File: src/rtl/sram_req_arbiter.sv
// Shares one sram-like port between inst and data requesters with an in-order source-ID FIFO.
// Optional ARB_RR_EN: round-robin on contention instead of fixed data-over-inst priority.
module sram_req_arbiter #(
  parameter int OUTSTD_DEPTH = 4,
  parameter int PTR_W        = 2
) (
  input  logic              clk,
  input  logic              reset,
  input  logic              inst_req,
  input  logic              inst_wr,
  input  logic [1:0]        inst_size,
  input  logic [3:0]        inst_wstrb,
  input  logic [31:0]       inst_addr,
  input  logic [31:0]       inst_wdata,
  output logic              inst_addr_ok,
  output logic              inst_data_ok,
  output logic [31:0]       inst_rdata,
  input  logic              data_req,
  input  logic              data_wr,
  input  logic [1:0]        data_size,
  input  logic [3:0]        data_wstrb,
  input  logic [31:0]       data_addr,
  input  logic [31:0]       data_wdata,
  output logic              data_addr_ok,
  output logic              data_data_ok,
  output logic [31:0]       data_rdata,
  output logic              mem_req,
  output logic              mem_wr,
  output logic [1:0]        mem_size,
  output logic [3:0]        mem_wstrb,
  output logic [31:0]       mem_addr,
  output logic [31:0]       mem_wdata,
  input  logic              mem_addr_ok,
  input  logic              mem_data_ok,
  input  logic [31:0]       mem_rdata
);

  localparam logic [0:0] UNLOCKED = 1'b0;
  localparam logic [0:0] LOCKED   = 1'b1;
  localparam logic [PTR_W:0] DEPTH_CNT = (PTR_W + 1)'(OUTSTD_DEPTH);
  localparam logic [PTR_W:0] CNT_ONE   = (PTR_W + 1)'(1);
  localparam logic [PTR_W-1:0] PTR_ONE = PTR_W'(1);

  logic [0:0]              state;
  logic                    grant_src;
  logic                    gnt_vld;
  logic                    gnt_src;
  logic                    src_req;
  logic                    full;
  logic                    empty;
  logic                    push;
  logic                    pop;
  logic                    head;
  logic [PTR_W:0]          count;
  logic [PTR_W-1:0]        rd_ptr;
  logic [PTR_W-1:0]        wr_ptr;
  logic [OUTSTD_DEPTH-1:0] src_fifo;

`ifdef ARB_RR_EN
  logic last_src;
`endif

  // While locked the pending request must be held on the port, whoever else asks.
  always_comb begin
    gnt_vld = 1'b0;
    gnt_src = 1'b0;
    if (state == LOCKED) begin
      gnt_vld = 1'b1;
      gnt_src = grant_src;
    end else if (inst_req && data_req) begin
      gnt_vld = 1'b1;
`ifdef ARB_RR_EN
      gnt_src = ~last_src;
`else
      gnt_src = 1'b1;
`endif
    end else if (data_req) begin
      gnt_vld = 1'b1;
      gnt_src = 1'b1;
    end else if (inst_req) begin
      gnt_vld = 1'b1;
      gnt_src = 1'b0;
    end
  end

  assign src_req = gnt_src ? data_req : inst_req;
  assign full    = (count == DEPTH_CNT);
  assign empty   = (count == '0);
  assign mem_req = gnt_vld & src_req & ~full & ~reset;

  always_comb begin
    mem_wr    = 1'b0;
    mem_size  = 2'd0;
    mem_wstrb = 4'd0;
    mem_addr  = 32'd0;
    mem_wdata = 32'd0;
    if (gnt_vld) begin
      if (gnt_src) begin
        mem_wr    = data_wr;
        mem_size  = data_size;
        mem_wstrb = data_wstrb;
        mem_addr  = data_addr;
        mem_wdata = data_wdata;
      end else begin
        mem_wr    = inst_wr;
        mem_size  = inst_size;
        mem_wstrb = inst_wstrb;
        mem_addr  = inst_addr;
        mem_wdata = inst_wdata;
      end
    end
  end

  assign push = mem_req & mem_addr_ok;
  assign pop  = mem_data_ok & ~empty & ~reset;
  assign head = src_fifo[rd_ptr];

  assign inst_addr_ok = push & ~gnt_src;
  assign data_addr_ok = push & gnt_src;
  assign inst_data_ok = pop & ~head;
  assign data_data_ok = pop & head;
  assign inst_rdata   = mem_rdata;
  assign data_rdata   = mem_rdata;

  always_ff @(posedge clk) begin
    if (reset) begin
      state     <= UNLOCKED;
      grant_src <= 1'b0;
    end else begin
      case (state)
        UNLOCKED: begin
          if (mem_req && !mem_addr_ok) begin
            state     <= LOCKED;
            grant_src <= gnt_src;
          end
        end
        default: begin
          // A requester that withdraws its pending request releases the lock.
          if (!src_req || push) state <= UNLOCKED;
        end
      endcase
    end
  end

`ifdef ARB_RR_EN
  always_ff @(posedge clk) begin
    if (reset) last_src <= 1'b0;
    else if (push) last_src <= gnt_src;
  end
`endif

  always_ff @(posedge clk) begin
    if (push) src_fifo[wr_ptr] <= gnt_src;
  end

  // Full gating uses the registered count, so a same-cycle pop never frees a slot early.
  always_ff @(posedge clk) begin
    if (reset) begin
      count  <= '0;
      rd_ptr <= '0;
      wr_ptr <= '0;
    end else begin
      if (push) wr_ptr <= wr_ptr + PTR_ONE;
      if (pop)  rd_ptr <= rd_ptr + PTR_ONE;
      case ({push, pop})
        2'b10:   count <= count + CNT_ONE;
        2'b01:   count <= count - CNT_ONE;
        default: count <= count;
      endcase
    end
  end

endmodule

File: config.mk
export PLATFORM = sky130hd
export DESIGN_NAME = sram_req_arbiter
export DESIGN_NICKNAME = d
export VERILOG_FILES = /design/src/rtl/sram_req_arbiter.sv
export SDC_FILE = /design/constraint.sdc
export NUM_CORES = 1
export LEC_CHECK = 0
export BUFFER_PORTS_ARGS = -buffer_cell sky130_fd_sc_hd__clkbuf_2
export CORE_AREA = 8 8 116 118
export CTS_CLUSTER_DIAMETER = 80
export DETAILED_ROUTE_END_ITERATION = 10
export DIE_AREA = 0 0 124 126
export PLACE_DENSITY = 0.61
export SYNTH_ARGS = -nofsm -noshare
export SYNTH_HDL_FRONTEND = slang
export SYNTH_SLANG_ARGS = --single-unit
File: constraint.sdc
create_clock -name clk -period 3.9 [get_ports clk]
set_input_delay 0.975 -clock clk [delete_from_list [all_inputs] [get_ports clk]]
set_output_delay 0.975 -clock clk [all_outputs]
set_load 0.03 [all_outputs]
# Word level (Yosys, flattened, before mapping)
# Cells that the tools add are included.
# op_classes
addsub	4
n_lt_le_gt_ge	3
eq_ne	3
n_mux	27
bitwise_logic	16
reduce_logical	9
# op_table
cell	n
32-bit two-way mux	4
1-bit two-way mux	15
1-bit AND	10
4-bit two-way mux	2
2-bit by 3-bit < comparator with 1-bit output (second input constant)	2
1-bit NOT	6
3-bit one-hot mux with 2 select lines	1
2-bit by 1-bit adder with 2-bit output (second input constant)	2
4-bit bitwise mux	1
2-bit two-way mux	2
3-bit by 1-bit adder with 3-bit output (second input constant)	1
3-bit equality test (second input constant)	1
1-bit logical AND	3
3-bit zero test	1
3-bit by 1-bit subtractor with 3-bit output (second input constant)	1
1-bit binary-select mux with 2-bit select	1
1-bit demux with 2-bit select	1
2-bit by 1-bit equality test with 1-bit output (second input constant)	1
2-bit equality test (second input constant)	1
2-bit by 1-bit >= comparator with 1-bit output (second input constant)	1
1-bit zero test	2
2-bit AND reduction	1
2-bit nonzero test	1
1-bit logical OR	1
# word_totals
reg_bits	13
input_bits	180
out_inout_bits	140
word_cells	68

# Longest topological paths before layout
# depth
ltp_word	11
ltp_mapped	10
depth_no_buf	9

# Worst setup path before layout
# No wires, ideal clock.
# synth_path
path_type	input port to output port
from	in reset
to	out inst_data_ok
arrival_ns	2.023
required_time_ns	2.925
slack_ns	0.902
stages	3
n_path_buf	1
path_cell_list	buf_2 > nor3b_1 > nor2b_1
# synth_via
elab_chain_len	3
# synth_rtl
item	line_no	source
start, declared	8	input logic reset,
1-bit NOT	115	assign pop = mem_data_ok & ~empty & ~reset;
1-bit AND	115	
named net pop	52	logic pop;
1-bit AND	120	assign inst_data_ok = pop & ~head;
end, declared	16	output logic inst_data_ok,
# The timed path passes the listed nets, and every way through them passes these cells.

# Final worst setup path
# layout_path
from	in data_req
to	out mem_wdata[31]
# layout_via
elab_chain_len	5
elab_cells_between_ends	9
classes_between	mux (8); reduce/logical (1)
# layout_rtl
item	line_no	source
start, declared	18	input logic data_req,
1-bit two-way mux / 1-bit logical AND (equally long branches)	77, 70	
1-bit two-way mux	70	end else if (inst_req && data_req) begin
1-bit two-way mux	67	if (state == LOCKED) begin
32-bit two-way mux	98	if (gnt_src) begin
32-bit two-way mux (*)	97	if (gnt_vld) begin
end, declared	32	output logic [31:0] mem_wdata,
# Every way passes the cells marked *; elsewhere a longest branch is shown, timed or not.

==> impl_metrics.env <==
export IMPL_status="completed"
export IMPL_synthFlopType="dfxtp_1"
export IMPL_nNetsFinal=563
export IMPL_ctsLongestPathBuffers=2
export IMPL_final_area_sq_um=2820
export IMPL_clock_skew_ns=0.00182
export IMPL_regArea_sq_um=300
export IMPL_synth_simple_area_share=0.0911
export IMPL_drive_gt1_frac=0.649
export IMPL_place_area_sq_um=2740
export IMPL_async_reset_ff_frac=0
export IMPL_multi_input_area_sq_um=1070
export IMPL_syn_area_per_cell_sq_um=8.61
export IMPL_htreeDepth=1
export IMPL_dp_cells=519
export IMPL_critPathKind="in2out"
export IMPL_p_leak_nw=1.58
export IMPL_slew_violations=0
export IMPL_fillers=1288
export IMPL_min_period_over_period=0.835
export IMPL_met1_usage=0.122
export IMPL_routedWlPerCell_microns=18.8
export IMPL_synth_edff_count=4
export IMPL_p_per_area_nw_per_um2=310
export IMPL_postCtsResizedCells=0
export IMPL_grt_first_pass_wirelength_mm=13.9
export IMPL_hp_class="reg2reg"
export IMPL_antenna_found_initial=0
export IMPL_cts_hold_buffers=0
export IMPL_grt_ovfl_total=0
export IMPL_drt_initial_drc_count=119
export IMPL_vias_per_cell=4.44
export IMPL_worst_slew_pin_slew_ns=0.503
export IMPL_num_antenna_cells=0
export IMPL_die_w_microns=124
export IMPL_synth_adder_area_share=0.0421
export IMPL_grtUsageMet2=0.204
export IMPL_worst_slack_ns=0.642
export IMPL_most_common_layout_cells="clkbuf_2 (223), a22o_1 (71), dfxtp_1 (9)"
export IMPL_finalNonFillerCells=523
export IMPL_crit_path_end_kind="primary output"
export IMPL_clk_pin_slew_ns=0.04
export IMPL_numCtsBuffers=3
export IMPL_die_h_microns=126
export IMPL_cts_tree="built"
export IMPL_setup_tns_ns=0
export IMPL_syn_nets=414
export IMPL_route_detailed_drc=0
export IMPL_drtAntennaViolNets=0
export IMPL_cts_root_buf="clkbuf_16"
export IMPL_place_gp_congestion=0.840
export IMPL_fmax_mhz=307
export IMPL_area_growth_pct=43.6
export IMPL_synth_cell_types=36
export IMPL_vias=2322
export IMPL_die_area_sq_um=15600
export IMPL_grt_max_degree=72
export IMPL_crit_path_max_fanout=37
export IMPL_hpwl_mm=8.65
export IMPL_ir_worst_vdd_v=0.000117
export IMPL_grt_pass1_vias=2362
export IMPL_yosysWarnings=0
export IMPL_synth_compound_area_frac=0.374
export IMPL_busiest_layer="met2"
export IMPL_rows=40
export IMPL_clk_insertion_delay_late_ns=0.24
export IMPL_synthCells=228
export IMPL_start_util=0.168
export IMPL_synth_top_family_by_area="compound AO/OA/AOI/OAI gates"
export IMPL_drv_cap=0
export IMPL_core_area_sq_um=11700
export IMPL_syn_area_sq_um=1960
export IMPL_worstPathRequired_ns=2.92
export IMPL_dr_pass1_iters=4
export IMPL_period_needed_ns=3.26
export IMPL_hold_viol_final=0
export IMPL_wl_mm=9.84
export IMPL_grt_total_usage=0.111
export IMPL_synth_seq_cells=13
export IMPL_place_ws_ns=0.598
export IMPL_grt_setup_unrepaired="no"
export IMPL_yosysSeqAreaShare=0.153
export IMPL_cp_arrival_ns=2.28
export IMPL_io_pin_count=320
export IMPL_synth_mux_area_frac=0.0166
export IMPL_worst_slew_margin_rel=0.664
export IMPL_setup_viol=0
export IMPL_cts_sinks=13
export IMPL_layout_commonest_cell="clkbuf_2"
export IMPL_io_buffers=223
export IMPL_rrSetupSlack_ns=1.19
export IMPL_synth_xor_area_frac=0.0178
export IMPL_start_kind="primary input"
export IMPL_post_cts_buffers=0
export IMPL_use_met3=0.0299
cell type report:
| class | instances | share of cell area |
|---|---|---|
| repair buffers | 226 | 0.408 |
| flip-flops and latches | 13 | 0.107 |
| well taps | 147 | 0.0652 |
| multi-input cells | 125 | 0.381 |
| clock buffers | 4 | 0.0280 |
| inverters | 8 | 0.0107 |
cell usage after synthesis, types with 2 or more instances:
cell type / count / area, sq um
o21ai_0: 2 / 10.0
nor3b_1: 2 / 15.0
edfxtp_1: 4 / 120
xnor2_1: 2 / 17.5
a22o_1: 71 / 622
xor2_1: 2 / 17.5
buf_2: 8 / 40.0
and3_2: 6 / 45.0
ha_1: 5 / 62.6
inv_1: 8 / 30.0
buf_4: 65 / 488
nor2_1: 8 / 30.0
nor3_1: 2 / 10.0
a21oi_1: 4 / 20.0
dfxtp_1: 9 / 180
clkbuf_1: 8 / 30.0
nand2_1: 3 / 11.3
state kept, by name (all words and copies together), names as in the netlist:
signal and flops:
grant_src 1, state 1, wr_ptr 2, src_fifo 4
count 3, rd_ptr 2
cells by family (layout without fill, tap and decap cells):
group                      count (synthesis)  count (layout)
buffers and inverters                     90             238
AOI/OAI and AO/OA                         83              83
and+or+nand+nor                           30              30
DFF                                       13              13
adders and majority gates                  6               6
xor gates and xnor gates                   4               4
muxes                                      2               2
worst max-delay path, cell delays in order:
cell and delay [ns]:
clkbuf_2 0.11, inv_1 0.12, o21ai_4 0.17, buf_4 0.36
a22o_1 0.28, clkbuf_2 0.24
per-stage QoR:
stage / utilization / hold slack [ns] / power (W)
after floorplan: - / 0.468 / 0.000610
after global placement: 0.234 / 0.489 / 0.000681
after detailed placement: 0.234 / 0.498 / 0.000684
after CTS: 0.241 / 0.504 / 0.000885
after global routing: 0.241 / 0.537 / 0.000918
final: 0.241 / 0.505 / 0.000875
where the power goes:
part           switching [W]  leakage, nW  total [W]  internal (W)
clock              0.0000584       0.0382   0.000196      0.000138
sequential        0.00000894        0.110   0.000157      0.000148
combinational       0.000331         1.43   0.000521      0.000191
total               0.000398         1.58   0.000875      0.000477
metal layers:
metal	share of wire	vias up	routed length, microns
met2	0.51	145	5050
met5	0	-	0
met1	0.35	1087	3410
met4	0.0091	0	90
li1	-	1078	-
met3	0.13	12	1290
path summary, 6_finish.rpt:
kind / from / endpoint / cells past startpoint
worst max-delay path: data_req / mem_wdata[31] / 6
worst min-delay path: grant_src / grant_src / 2
worst max register to register: state / count[2] / 9
worst min register to register: grant_src / grant_src / 2
(Power assumes the default switching activity.)
